===== src/rtl/simple_pkg.sv =====
// Shared definitions for the SIMPLE 16-bit pipeline.
//   - datapath / shift-amount widths
//   - op3 opcode constants and branch condition codes
//   - condition-flag bit indices inside the {S,Z,C,V} flag word
//   - execute-stage FSM state, shifter mode and pending-control types
//   - cond_met(): branch condition evaluation against a flag word
package simple_pkg;

    localparam int WIDTH      = 16;
    localparam int SHAMT_BITS = 4;

    // op3 opcodes
    localparam logic [3:0] OP_ADD = 4'd0;
    localparam logic [3:0] OP_SUB = 4'd1;
    localparam logic [3:0] OP_AND = 4'd2;
    localparam logic [3:0] OP_OR  = 4'd3;
    localparam logic [3:0] OP_XOR = 4'd4;
    localparam logic [3:0] OP_CMP = 4'd5;
    localparam logic [3:0] OP_MOV = 4'd6;
    localparam logic [3:0] OP_SLL = 4'd8;
    localparam logic [3:0] OP_SLR = 4'd9;
    localparam logic [3:0] OP_SRL = 4'd10;
    localparam logic [3:0] OP_SRA = 4'd11;
    localparam logic [3:0] OP_IN  = 4'd12;
    localparam logic [3:0] OP_OUT = 4'd13;
    localparam logic [3:0] OP_HLT = 4'd15;

    // branch condition codes
    localparam logic [2:0] CND_EQ = 3'd0;   // Z
    localparam logic [2:0] CND_LT = 3'd1;   // S^V
    localparam logic [2:0] CND_LE = 3'd2;   // Z | (S^V)
    localparam logic [2:0] CND_NE = 3'd3;   // ~Z
    localparam logic [2:0] CND_AL = 3'd4;   // always

    // flag bit indices in {S,Z,C,V}
    localparam int FS = 3;
    localparam int FZ = 2;
    localparam int FC = 1;
    localparam int FV = 0;

    typedef enum logic {ST_IDLE, ST_SHIFT} state_t;

    // Shift mode is the low two bits of the shift opcodes (8..11).
    typedef enum logic [1:0] {SH_SLL, SH_SLR, SH_SRL, SH_SRA} shmode_t;

    // Controls held while an iterative shift is in flight.
    typedef struct packed {
        logic             writereg;
        logic [1:0]       memwrite;
        logic [2:0]       regaddress;
        logic [WIDTH-1:0] address;
        logic [WIDTH-1:0] storedata;
        logic [WIDTH-1:0] target;
    } ctl_t;

    function automatic logic cond_met(input logic [2:0] cond, input logic [3:0] f);
        logic lt;
        lt = f[FS] ^ f[FV];
        case (cond)
            CND_EQ:  cond_met = f[FZ];
            CND_LT:  cond_met = lt;
            CND_LE:  cond_met = f[FZ] | lt;
            CND_NE:  cond_met = ~f[FZ];
            CND_AL:  cond_met = 1'b1;
            default: cond_met = 1'b0;
        endcase
    endfunction

endpackage


===== src/rtl/p3_if.sv =====
// Decode-to-execute-to-memory bus of the execute stage.
//   upstream (from p2): invalid, alu1, alu2, opcode, writereg, memwrite, regaddress,
//                       address, storedata, isbranch, cond, pc, haltin
//   downstream (to memory stage / control): aluout, writeregout, memwriteout,
//                       regaddressout, addressout, storedataout, flags, branchtaken,
//                       branchtarget, outvalid, busy, haltout
//   modport slave  : the execute stage itself
//   modport master : whatever drives decode-side inputs and consumes results
interface p3_if;
    import simple_pkg::*;

    logic             invalid;
    logic [WIDTH-1:0] alu1;
    logic [WIDTH-1:0] alu2;
    logic [3:0]       opcode;
    logic             writereg;
    logic [1:0]       memwrite;
    logic [2:0]       regaddress;
    logic [WIDTH-1:0] address;
    logic [WIDTH-1:0] storedata;
    logic             isbranch;
    logic [2:0]       cond;
    logic [WIDTH-1:0] pc;
    logic             haltin;

    logic [WIDTH-1:0] aluout;
    logic             writeregout;
    logic [1:0]       memwriteout;
    logic [2:0]       regaddressout;
    logic [WIDTH-1:0] addressout;
    logic [WIDTH-1:0] storedataout;
    logic [3:0]       flags;
    logic             branchtaken;
    logic [WIDTH-1:0] branchtarget;
    logic             outvalid;
    logic             busy;
    logic             haltout;

    modport slave (
        input  invalid, alu1, alu2, opcode, writereg, memwrite, regaddress,
               address, storedata, isbranch, cond, pc, haltin,
        output aluout, writeregout, memwriteout, regaddressout, addressout,
               storedataout, flags, branchtaken, branchtarget, outvalid, busy, haltout
    );

    modport master (
        output invalid, alu1, alu2, opcode, writereg, memwrite, regaddress,
               address, storedata, isbranch, cond, pc, haltin,
        input  aluout, writeregout, memwriteout, regaddressout, addressout,
               storedataout, flags, branchtaken, branchtarget, outvalid, busy, haltout
    );

endinterface


===== src/rtl/p3_shifter.sv =====
// Iterative shifter: one bit position per clock.
//   clockp3  in   stage clock
//   reset    in   asynchronous active-high reset (aborts a shift in progress)
//   load     in   capture din / amount / mode this edge
//   mode     in   SLL / SLR (rotate left) / SRL / SRA
//   din      in   operand to shift
//   amount   in   number of bit positions
//   value    out  current shifted value
//   carry    out  last bit shifted out (0 until the first shift)
//   done     out  no shift steps remain
module p3_shifter
    import simple_pkg::*;
(
    input  logic                  clockp3,
    input  logic                  reset,
    input  logic                  load,
    input  shmode_t               mode,
    input  logic [WIDTH-1:0]      din,
    input  logic [SHAMT_BITS-1:0] amount,
    output logic [WIDTH-1:0]      value,
    output logic                  carry,
    output logic                  done
);

    logic [SHAMT_BITS-1:0] count;
    shmode_t               mode_q;

    // NOTE: sequential state uses non-blocking assignments so every register
    // samples the pre-edge values, regardless of statement order.
    always_ff @(posedge clockp3 or posedge reset) begin
        if (reset) begin
            value  <= '0;
            carry  <= 1'b0;
            count  <= '0;
            mode_q <= SH_SLL;
        end else if (load) begin
            value  <= din;
            carry  <= 1'b0;
            count  <= amount;
            mode_q <= mode;
        end else if (count != '0) begin
            count <= count - SHAMT_BITS'(1);
            case (mode_q)
                SH_SLL: begin
                    value <= {value[WIDTH-2:0], 1'b0};
                    carry <= value[WIDTH-1];
                end
                SH_SLR: begin
                    value <= {value[WIDTH-2:0], value[WIDTH-1]};
                    carry <= value[WIDTH-1];
                end
                SH_SRL: begin
                    value <= {1'b0, value[WIDTH-1:1]};
                    carry <= value[0];
                end
                SH_SRA: begin
                    value <= {value[WIDTH-1], value[WIDTH-1:1]};
                    carry <= value[0];
                end
            endcase
        end
    end

    assign done = (count == '0);

endmodule


===== src/rtl/p3.sv =====
// Execute stage of the SIMPLE pipeline: ALU, S/Z/C/V flags, branch resolution,
// iterative shifts, and registered hand-off of memory/writeback controls.
//   clockp3  in   stage clock
//   reset    in   asynchronous active-high reset
//   bus      p3_if.slave: decode inputs, registered results/controls, flags,
//            branchtaken/branchtarget, outvalid pulse, busy, sticky haltout
module p3
    import simple_pkg::*;
(
    input  logic clockp3,
    input  logic reset,
    p3_if.slave  bus
);

    state_t                state, state_nxt;
    logic                  accept, load_shift, issue_now, issue_shift, is_shift;
    logic [SHAMT_BITS-1:0] amount;
    logic [WIDTH-1:0]      sh_value;
    logic                  sh_carry, sh_done;
    logic [3:0]            sh_flags;
    ctl_t                  pend;
    logic [WIDTH:0]        sum, diff;
    logic [WIDTH-1:0]      alu_res;
    logic [3:0]            alu_flags;
    logic                  upd_sz;

    // Branches reuse the opcode field, so they never take the shift path.
    assign is_shift = !bus.isbranch && (bus.opcode inside {OP_SLL, OP_SLR, OP_SRL, OP_SRA});
    assign amount   = bus.alu2[SHAMT_BITS-1:0];

    // ---- FSM: state register
    always_ff @(posedge clockp3 or posedge reset) begin
        if (reset) state <= ST_IDLE;
        else       state <= state_nxt;
    end

    // ---- FSM: next state
    // NOTE: every always_comb output gets a default first so no path leaves
    // it unassigned, which would otherwise infer a latch.
    always_comb begin
        state_nxt = state;
        case (state)
            ST_IDLE:  if (load_shift) state_nxt = ST_SHIFT;
            ST_SHIFT: if (sh_done)    state_nxt = ST_IDLE;
            default:  state_nxt = ST_IDLE;
        endcase
    end

    // ---- FSM: outputs
    // A halted stage accepts nothing until reset.
    always_comb begin
        accept      = (state == ST_IDLE) && bus.invalid && !bus.haltout;
        load_shift  = accept && is_shift && (amount != '0);
        issue_now   = accept && !load_shift;
        issue_shift = (state == ST_SHIFT) && sh_done;
        bus.busy    = (state == ST_SHIFT);
    end

    p3_shifter u_shifter (
        .clockp3 (clockp3),
        .reset   (reset),
        .load    (load_shift),
        .mode    (shmode_t'(bus.opcode[1:0])),
        .din     (bus.alu1),
        .amount  (amount),
        .value   (sh_value),
        .carry   (sh_carry),
        .done    (sh_done)
    );

    // ---- single-cycle ALU and flag update
    always_comb begin
        sum       = {1'b0, bus.alu1} + {1'b0, bus.alu2};
        diff      = {1'b0, bus.alu1} - {1'b0, bus.alu2};
        alu_res   = bus.alu1;
        alu_flags = bus.flags;
        upd_sz    = 1'b1;
        case (bus.opcode)
            OP_ADD: begin
                alu_res       = sum[WIDTH-1:0];
                alu_flags[FC] = sum[WIDTH];
                alu_flags[FV] = (bus.alu1[WIDTH-1] == bus.alu2[WIDTH-1]) &&
                                (sum[WIDTH-1] != bus.alu1[WIDTH-1]);
            end
            OP_SUB, OP_CMP: begin
                // bit WIDTH of the zero-extended difference is the borrow
                alu_res       = diff[WIDTH-1:0];
                alu_flags[FC] = diff[WIDTH];
                alu_flags[FV] = (bus.alu1[WIDTH-1] != bus.alu2[WIDTH-1]) &&
                                (diff[WIDTH-1] != bus.alu1[WIDTH-1]);
            end
            OP_AND: begin alu_res = bus.alu1 & bus.alu2; alu_flags[FC] = 1'b0; alu_flags[FV] = 1'b0; end
            OP_OR:  begin alu_res = bus.alu1 | bus.alu2; alu_flags[FC] = 1'b0; alu_flags[FV] = 1'b0; end
            OP_XOR: begin alu_res = bus.alu1 ^ bus.alu2; alu_flags[FC] = 1'b0; alu_flags[FV] = 1'b0; end
            OP_MOV: alu_res = bus.alu2;
            // Only a zero-amount shift reaches this path: operand passes through.
            OP_SLL, OP_SLR, OP_SRL, OP_SRA: begin
                alu_flags[FC] = 1'b0;
                alu_flags[FV] = 1'b0;
            end
            OP_IN, OP_OUT, OP_HLT: upd_sz = 1'b0;
            default:               upd_sz = 1'b0;
        endcase
        if (upd_sz) begin
            alu_flags[FS] = alu_res[WIDTH-1];
            alu_flags[FZ] = (alu_res == '0);
        end
        if (bus.isbranch) begin
            alu_res   = '0;
            alu_flags = bus.flags;
        end
    end

    always_comb begin
        sh_flags     = '0;
        sh_flags[FS] = sh_value[WIDTH-1];
        sh_flags[FZ] = (sh_value == '0);
        sh_flags[FC] = sh_carry;
    end

    // Controls of a multi-cycle shift are held here until its result issues.
    always_ff @(posedge clockp3 or posedge reset) begin
        if (reset) begin
            pend <= '0;
        end else if (load_shift) begin
            pend <= '{writereg:   bus.writereg,
                      memwrite:   bus.memwrite,
                      regaddress: bus.regaddress,
                      address:    bus.address,
                      storedata:  bus.storedata,
                      target:     bus.pc + WIDTH'(1) + bus.address};
        end
    end

    // ---- registered stage outputs
    always_ff @(posedge clockp3 or posedge reset) begin
        if (reset) begin
            bus.aluout        <= '0;
            bus.flags         <= '0;
            bus.writeregout   <= 1'b0;
            bus.memwriteout   <= '0;
            bus.regaddressout <= '0;
            bus.addressout    <= '0;
            bus.storedataout  <= '0;
            bus.branchtaken   <= 1'b0;
            bus.branchtarget  <= '0;
            bus.outvalid      <= 1'b0;
            bus.haltout       <= 1'b0;
        end else begin
            bus.outvalid    <= issue_now | issue_shift;
            bus.branchtaken <= 1'b0;
            if (accept && (bus.haltin || bus.opcode == OP_HLT))
                bus.haltout <= 1'b1;
            if (issue_now) begin
                bus.aluout        <= alu_res;
                bus.flags         <= alu_flags;
                bus.writeregout   <= bus.writereg && !(bus.opcode == OP_CMP && !bus.isbranch);
                bus.memwriteout   <= bus.memwrite;
                bus.regaddressout <= bus.regaddress;
                bus.addressout    <= bus.address;
                bus.storedataout  <= bus.storedata;
                // flags here are still those left by the previous instruction
                bus.branchtaken   <= bus.isbranch && cond_met(bus.cond, bus.flags);
                bus.branchtarget  <= bus.pc + WIDTH'(1) + bus.address;
            end else if (issue_shift) begin
                bus.aluout        <= sh_value;
                bus.flags         <= sh_flags;
                bus.writeregout   <= pend.writereg;
                bus.memwriteout   <= pend.memwrite;
                bus.regaddressout <= pend.regaddress;
                bus.addressout    <= pend.address;
                bus.storedataout  <= pend.storedata;
                bus.branchtarget  <= pend.target;
            end
        end
    end

endmodule


===== src/flat_wrapper.sv =====
// flat-port wrapper written by rule: the top's interface ports become plain ports
module p3_flat import simple_pkg::*;
  (clockp3, reset, bus_invalid, bus_alu1, bus_alu2, bus_opcode, bus_writereg, bus_memwrite, bus_regaddress, bus_address, bus_storedata, bus_isbranch, bus_cond, bus_pc, bus_haltin, bus_aluout, bus_writeregout, bus_memwriteout, bus_regaddressout, bus_addressout, bus_storedataout, bus_flags, bus_branchtaken, bus_branchtarget, bus_outvalid, bus_busy, bus_haltout);
  p3_if bus_i ();
  input  logic clockp3;
  input  logic reset;
  input wire logic [$bits(bus_i.invalid)-1:0] bus_invalid;
  input wire logic [$bits(bus_i.alu1)-1:0] bus_alu1;
  input wire logic [$bits(bus_i.alu2)-1:0] bus_alu2;
  input wire logic [$bits(bus_i.opcode)-1:0] bus_opcode;
  input wire logic [$bits(bus_i.writereg)-1:0] bus_writereg;
  input wire logic [$bits(bus_i.memwrite)-1:0] bus_memwrite;
  input wire logic [$bits(bus_i.regaddress)-1:0] bus_regaddress;
  input wire logic [$bits(bus_i.address)-1:0] bus_address;
  input wire logic [$bits(bus_i.storedata)-1:0] bus_storedata;
  input wire logic [$bits(bus_i.isbranch)-1:0] bus_isbranch;
  input wire logic [$bits(bus_i.cond)-1:0] bus_cond;
  input wire logic [$bits(bus_i.pc)-1:0] bus_pc;
  input wire logic [$bits(bus_i.haltin)-1:0] bus_haltin;
  output wire logic [$bits(bus_i.aluout)-1:0] bus_aluout;
  output wire logic [$bits(bus_i.writeregout)-1:0] bus_writeregout;
  output wire logic [$bits(bus_i.memwriteout)-1:0] bus_memwriteout;
  output wire logic [$bits(bus_i.regaddressout)-1:0] bus_regaddressout;
  output wire logic [$bits(bus_i.addressout)-1:0] bus_addressout;
  output wire logic [$bits(bus_i.storedataout)-1:0] bus_storedataout;
  output wire logic [$bits(bus_i.flags)-1:0] bus_flags;
  output wire logic [$bits(bus_i.branchtaken)-1:0] bus_branchtaken;
  output wire logic [$bits(bus_i.branchtarget)-1:0] bus_branchtarget;
  output wire logic [$bits(bus_i.outvalid)-1:0] bus_outvalid;
  output wire logic [$bits(bus_i.busy)-1:0] bus_busy;
  output wire logic [$bits(bus_i.haltout)-1:0] bus_haltout;
  assign bus_i.invalid = bus_invalid;
  assign bus_i.alu1 = bus_alu1;
  assign bus_i.alu2 = bus_alu2;
  assign bus_i.opcode = bus_opcode;
  assign bus_i.writereg = bus_writereg;
  assign bus_i.memwrite = bus_memwrite;
  assign bus_i.regaddress = bus_regaddress;
  assign bus_i.address = bus_address;
  assign bus_i.storedata = bus_storedata;
  assign bus_i.isbranch = bus_isbranch;
  assign bus_i.cond = bus_cond;
  assign bus_i.pc = bus_pc;
  assign bus_i.haltin = bus_haltin;
  assign bus_aluout = bus_i.aluout;
  assign bus_writeregout = bus_i.writeregout;
  assign bus_memwriteout = bus_i.memwriteout;
  assign bus_regaddressout = bus_i.regaddressout;
  assign bus_addressout = bus_i.addressout;
  assign bus_storedataout = bus_i.storedataout;
  assign bus_flags = bus_i.flags;
  assign bus_branchtaken = bus_i.branchtaken;
  assign bus_branchtarget = bus_i.branchtarget;
  assign bus_outvalid = bus_i.outvalid;
  assign bus_busy = bus_i.busy;
  assign bus_haltout = bus_i.haltout;
  p3 u_core (.clockp3(clockp3), .reset(reset), .bus(bus_i));
endmodule

===== config.mk =====
export PLATFORM = sky130hd
export DESIGN_NAME = p3_flat
export DESIGN_NICKNAME = d
export VERILOG_FILES = /design/src/rtl/simple_pkg.sv /design/src/rtl/p3_if.sv /design/src/rtl/p3_shifter.sv /design/src/rtl/p3.sv /design/src/flat_wrapper.sv
export SDC_FILE = /design/constraint.sdc
export NUM_CORES = 1
export LEC_CHECK = 0
export ABC_AREA = 1
export CAP_MARGIN = 20
export CORE_MARGIN = 2
export CORE_UTILIZATION = 30
export DETAILED_ROUTE_END_ITERATION = 10
export PLACE_DENSITY = 0.62
export SKIP_LAST_GASP = 1
export SYNTH_ARGS = -nofsm -noshare
export SYNTH_HDL_FRONTEND = slang
export SYNTH_SLANG_ARGS = --single-unit

===== constraint.sdc =====
create_clock -name clockp3 -period 6.24 [get_ports clockp3]
set_clock_uncertainty 0.2 [all_clocks]
set_input_delay 0.936 -clock clockp3 [delete_from_list [all_inputs] [get_ports clockp3]]
set_output_delay 0.936 -clock clockp3 [all_outputs]
set_load 0.01 [all_outputs]

* Yosys cells after proc, flatten, opt, wreduce, memory -nomap -nowiden
Index checks and enable logic that the tools add are counted.
** Storage, ports and cells
- Register bits after elaboration :: 155
- Bits in latches :: 0
- Memory bits (writable) :: 0
- Bits in read-only memories :: 0
- Input port bits :: 98
- Output and inout port bits :: 78
- Logic and storage cells :: 136
- Memories kept :: 0
** Operators by class
- Add/sub/neg operators :: 5
- Multiply operators :: 0
- Div/mod/pow operators :: 0
- Order comparisons :: 0
- Eq/ne operators :: 26
- Shifts and indexed selects :: 0
- Muxes and demuxes :: 36
- Bitwise operators :: 8
- Reductions and logical operators :: 37
** Operators by type and width (number)
- $mux W16 :: 11
- $pmux W16 S6 :: 1
- $pmux W16 S4 :: 1
- $logic_not A16 Y1 :: 2
- $eq A4 B4 Y1 const B :: 5
- $mux W4 :: 5
- $add A16 B16 Y17 :: 1
- $sub A16 B16 Y17 :: 1
- $add A16 B1 Y16 const B :: 1
- $add A16 B16 Y16 :: 1
- $and A16 B16 Y16 :: 1
- $or A16 B16 Y16 :: 1
- $xor A16 B16 Y16 :: 1
- $logic_and A1 B1 Y1 :: 13
- $eq A4 B3 Y1 const B :: 3
- $reduce_bool A4 Y1 :: 3
- $reduce_or A11 Y1 :: 1
- $mux W1 :: 9
- $eq A4 B2 Y1 const B :: 2
- $logic_not A4 Y1 :: 2
- $reduce_or A7 Y1 :: 1
- $eq A3 B2 Y1 const B :: 2
- $mux W2 :: 3
- $mux W3 :: 2
- other kinds (25) :: 39

* Depth between registers and ports, before layout
- Depth after elaboration :: 10
- Gate-level depth with buffers :: 19
- Mapped depth without buffers :: 19

* Hierarchy
A second synthesis with hierarchy kept.
** Unflattened totals
- Cell total of the unflattened synthesis :: 1519
- Area total of the unflattened synthesis :: 10747.8 um^2
** Modules (own cells, without submodules)
- p3 :: instances 1, cells each 1326, area each 9415.3 um^2, sequential area each 3303.2 um^2
- p3_shifter :: instances 1, cells each 193, area each 1332.5 um^2, sequential area each 575.6 um^2

* Worst setup path after synthesis
Ideal clock, no wire load.
- Kind :: input-to-reg
- From :: input port bus_address[0]
- To :: register u_core.pend[14] (netlist name)
- Library setup time :: 132 ps
- Data arrival time :: 2721 ps
- Required time :: 5908 ps
- Setup slack :: 3186 ps
- Cell stages on the path :: 16
- Path buffers :: 0
- Cells stage by stage :: inv_1 ha_1 inv_1 fa_1 nand3_1 nand3_1 a21oi_1 o21ai_1 a21boi_0 o21ai_1 nand2_1 nand2_1 nand2_1 nand2_1 nand2_1 o21ai_0
** On the way
- Cells in the longest elaborated chain, start to end :: 1
** Ends and longest elaborated chain
- start: declaration :: line flat_wrapper.sv:14 : input wire logic [$bits(bus_i.address)-1:0] bus_address;
- $add A16 B16 Y16 :: line p3.sv:131 : target: bus.pc + WIDTH'(1) + bus.address};
- end signal: assignment :: line p3.sv:126 : pend <= '{writereg: bus.writereg,
- end: declaration :: line p3.sv:21 : ctl_t pend;
No other way between the ends.
A chain may end at the register's enable or synchronous reset.

* Worst setup path in the final report
- From :: input port bus_opcode[2]
- To :: register u_core.u_shifter.value[0]
** On the way
- Cells in the longest elaborated chain, start to end :: 6
- Elaborated cells on any way between the ends :: 10
- Those cells by class :: eq/ne: 4; mux: 1; reduce/logical: 5
** Ends and longest elaborated chain
- start: declaration :: line flat_wrapper.sv:10 : input wire logic [$bits(bus_i.opcode)-1:0] bus_opcode;
- $eq A4 B4 Y1 :: line p3.sv:28 : assign is_shift = !bus.isbranch && (bus.opcode inside {OP_SLL, OP_SLR, OP_SRL, OP_SRA});
- $reduce_bool A4 Y1 (*) :: line p3.sv:28
- $logic_and A1 B1 Y1 (*) :: line p3.sv:28
- $logic_and A1 B1 Y1 (*) (2 in series) :: line p3.sv:53 : load_shift = accept && is_shift && (amount != '0);
- $mux W16 or $reduce_bool A2 Y1 (tied branches)
- end signal: assignment :: line p3_shifter.sv:37 : value <= din;
- end signal: assignment :: line p3_shifter.sv:45 : value <= {value[WIDTH-2:0], 1'b0};
- end signal: assignment :: line p3_shifter.sv:49 : value <= {value[WIDTH-2:0], value[WIDTH-1]};
- end: declaration :: line p3_shifter.sv:20 : output logic [WIDTH-1:0] value,
Every way passes the cells marked *; elsewhere a longest branch is shown, timed or not.

==> results.tsv <==
metric	value	unit
vias	10700	
ys_seq_area_frac	0.365	
synth-simple-area-share	0.307	
path_class	in2reg	
die_x	192	um
grt_pass1_wl	57600	um
hold_violations	0	
endpoint_kind	register	
synth_top_flop_cell	dfrtp_1	
fmax	265	MHz
cp_top_family	buffers and inverters	
maxCapViolCount	0	
seq_area	3880	um^2
io_buffers	175	
final_cell_area	13400	um^2
synth_edf_count	0	
period_needed	3.78	ns
antenna_found_initial	0	
crit_required	6.37	ns
holdPathStages	2	
p_leak	6.54	nW
synth_seq_cells	155	
powerDensity	197	nW/um^2
wl_per_cell	17.5	um
n_fill_cell	3702	
place.detailed.hpwl	26800	um
synth-xor-area-share	0.0132	
cpPeakStageDelay	0.73	ns
cts.path.max_buffers	2	
syn_inst	1505	
ir_worst_vdd	0.163	mV
grt_overflow	0	
drive_gt1_frac	0.0376	
path_max_fanout	81	
synth_top_family_by_area	simple AND/OR/NAND/NOR gates	
fin_setup_tns	0	ns
hold_buffers	0	
reg2regPathDepth	8	
route.antenna.remaining_nets	0	
core	34700	um^2
yosys_warnings	0	
cp_slowest_cell	buf_4	
cts-root-buf	clkbuf_16	
synthArstFlopShare	1.00	
track_usage	0.201	
cts_max_level	4	
grt_setup_unrepaired	false	
cts_tree	built	
syn_area	10600	um^2
fin_util	0.385	
place_area	12700	um^2
rows	68	
dr.pass1.iters	5	
synth_compound_area_frac	0.140	
viasPerCell	5.06	
ys_types	46	
cts.sinks	155	
initial_utilization	0.306	
path_cells	clkdlybuf4s50_1 -> inv_2 -> nand2_2 -> nor3_2 -> nand2_2 -> inv_4 -> buf_4 -> nor2_1 -> inv_1 -> o21ai_0 -> o21ai_0	
routed_wirelength	36800	um
drc_errors	0	
pin_count	176	
clock_latency	0.42	ns
multi_input_area	5770	um^2
worst_pin_slew	1.07	ns
die_area	36900	um^2
slew_headroom	0.286	
avgSynthCellArea	7.06	um^2
place.gp.congestion	0.945	
first_iter_violations	896	
cp-start-kind	input pin	
status	finished clean	
synth-adder-area-share	0.0822	
setup_viol	0	
area_growth	25.6	%
cts_setup_buffers	0	
synthMuxAreaShare	0	
first_global_vias	10200	
synth_nets	1671	
grt_max_degree	82	
cts-resized-gates	0	
period_share	0.605	
finalNetCount	1803	
drv_slew	0	
crit_arrival	3.91	ns
min_path_type	reg2reg	
clk_pin_slew	0.06	ns
die_h	192	um
cts_buffers	17	
cp_num_cells	11	
crit_buf_inv	5	
flip-flops by register name (all words and copies together), names as in the netlist:
register,flops
u_core.bus.storedataout,16
u_core.u_shifter.mode_q,2
u_core.u_shifter.value,16
u_core.bus.branchtarget,16
u_core.bus.writeregout,1
u_core.bus.aluout,16
u_core.bus.addressout,16
u_core.bus.memwriteout,2
u_core.bus.busy,1
u_core.bus.flags,4
u_core.u_shifter.carry,1
u_core.pend,54
u_core.bus.regaddressout,3
u_core.u_shifter.count,4
u_core.bus.branchtaken,1
u_core.bus.haltout,1
u_core.bus.outvalid,1
worst register-to-register path: cells and delay by family, from the launching register on:
| family | cells | cell delay (ns) |
|---|---|---|
| AOI/OAI and AO/OA | 2 | 0.53 |
| buffers and inverters | 3 | 1.28 |
| adders and majority gates | 1 | 0.17 |
| and+or+nand+nor | 2 | 0.93 |
| DFF | 1 | 0.36 |
final timing paths:
| kind | from | endpoint | slack (ns) |
|---|---|---|---|
| max in group asynchronous | reset | u_core.bus.aluout[13]$_DFFE_PP0P_ | 3.93 |
| worst min-delay path | u_core.pend[28]$_DFFE_PP0P_ | u_core.pend[28]$_DFFE_PP0P_ | 0.28 |
| worst min register to register | u_core.pend[28]$_DFFE_PP0P_ | u_core.pend[28]$_DFFE_PP0P_ | 0.28 |
| worst max register to register | u_core.u_shifter.count[0]$_DFFE_PP0P_ | u_core.bus.aluout[2]$_DFFE_PP0P_ | 2.64 |
| worst max-delay path | bus_opcode[2] | u_core.u_shifter.value[0]$_DFFE_PP0P_ | 2.46 |
| min in group asynchronous | reset | u_core.bus.branchtaken$_DFF_PP0_ | 0.75 |
report_power, final:
group / internal [mW] / total (mW) / switching [mW]
sequential: 1.00 / 1.00 / 0
combinational: 0.161 / 0.445 / 0.283
clock: 0.737 / 1.18 / 0.444
layer usage:
layer	GRT usage	wire length, um	vias up
li1	-	-	5179
met1	0.278	16600	5056
met2	0.315	16800	381
met3	0.0369	2480	53
met4	0.0672	977	0
met5	0	0	-
layout by cell type, fill, tap and decap left out, types with 6 or more instances in the layout:
cell             count
a21oi_1             58
a22oi_1             21
a31oi_1             16
buf_4                8
clkbuf_16           17
clkdlybuf4s50_1    175
dfrtp_1            155
ha_1                65
inv_1              164
nand2_1            498
nand3_1            114
nand3b_1            12
nand4_1             17
nor2_1             106
nor3_1              11
o211ai_1            25
o21ai_0             55
o21ai_1             26
o221ai_1            16
o22ai_1             11
xnor2_1              6
xor2_1              10
cell type report:
| cell class | instances | area share |
|---|---|---|
| Clock inverter | 13 | 0.0159 |
| Clock buffer | 19 | 0.0339 |
| Antenna cell | 3 | 0.000562 |
| Inverter | 170 | 0.0484 |
| Tap cell | 455 | 0.0426 |
| Timing Repair Buffer | 183 | 0.136 |
| Multi-Input combinational cell | 1110 | 0.432 |
| Sequential cell | 155 | 0.291 |
kinds of logic (layout without fill, tap and decap cells):
family | count (synthesis) | after routing
flops | 155 | 155
compound gates | 246 | 246
xor+xnor | 16 | 16
other cells | 0 | 3
simple gates | 780 | 780
buf+inv | 240 | 385
fa+ha+maj | 68 | 68
metrics by stage:
step | instances | total power, mW | setup WS, ns | hold slack (ns)
detailed placement | 2073 | 1.46 | 2.08 | 0.265
floorplan | 1505 | 1.29 | 0.926 | 0.248
finish | 2108 | 2.63 | 2.46 | 0.278
CTS | 2105 | 2.65 | 2.52 | 0.282
global placement | 2073 | 1.46 | 2.11 | 0.262
global route | 2105 | 2.75 | 2.18 | 0.301
synthesized netlist by cell type, types with 4 or more instances:
library cell | number | share of area
nand2_1 | 498 | 0.18
inv_1 | 165 | 0.058
dfrtp_1 | 155 | 0.36
nand3_1 | 114 | 0.054
nor2_1 | 108 | 0.038
ha_1 | 65 | 0.077
a21oi_1 | 58 | 0.027
o21ai_0 | 55 | 0.026
clkbuf_1 | 30 | 0.011
buf_2 | 27 | 0.013
o21ai_1 | 26 | 0.012
o211ai_1 | 25 | 0.018
a22oi_1 | 21 | 0.015
nand4_1 | 17 | 0.010
a31oi_1 | 16 | 0.0094
o221ai_1 | 16 | 0.013
nand3b_1 | 12 | 0.0085
nor3_1 | 11 | 0.0052
o22ai_1 | 11 | 0.0065
xor2_1 | 10 | 0.0082
xnor2_1 | 6 | 0.0049
a211oi_1 | 5 | 0.0035
buf_4 | 5 | 0.0035
nand2_2 | 5 | 0.0029
buf_6 | 4 | 0.0042
inv_2 | 4 | 0.0014
o21bai_1 | 4 | 0.0028
(Power assumes the default switching activity.)
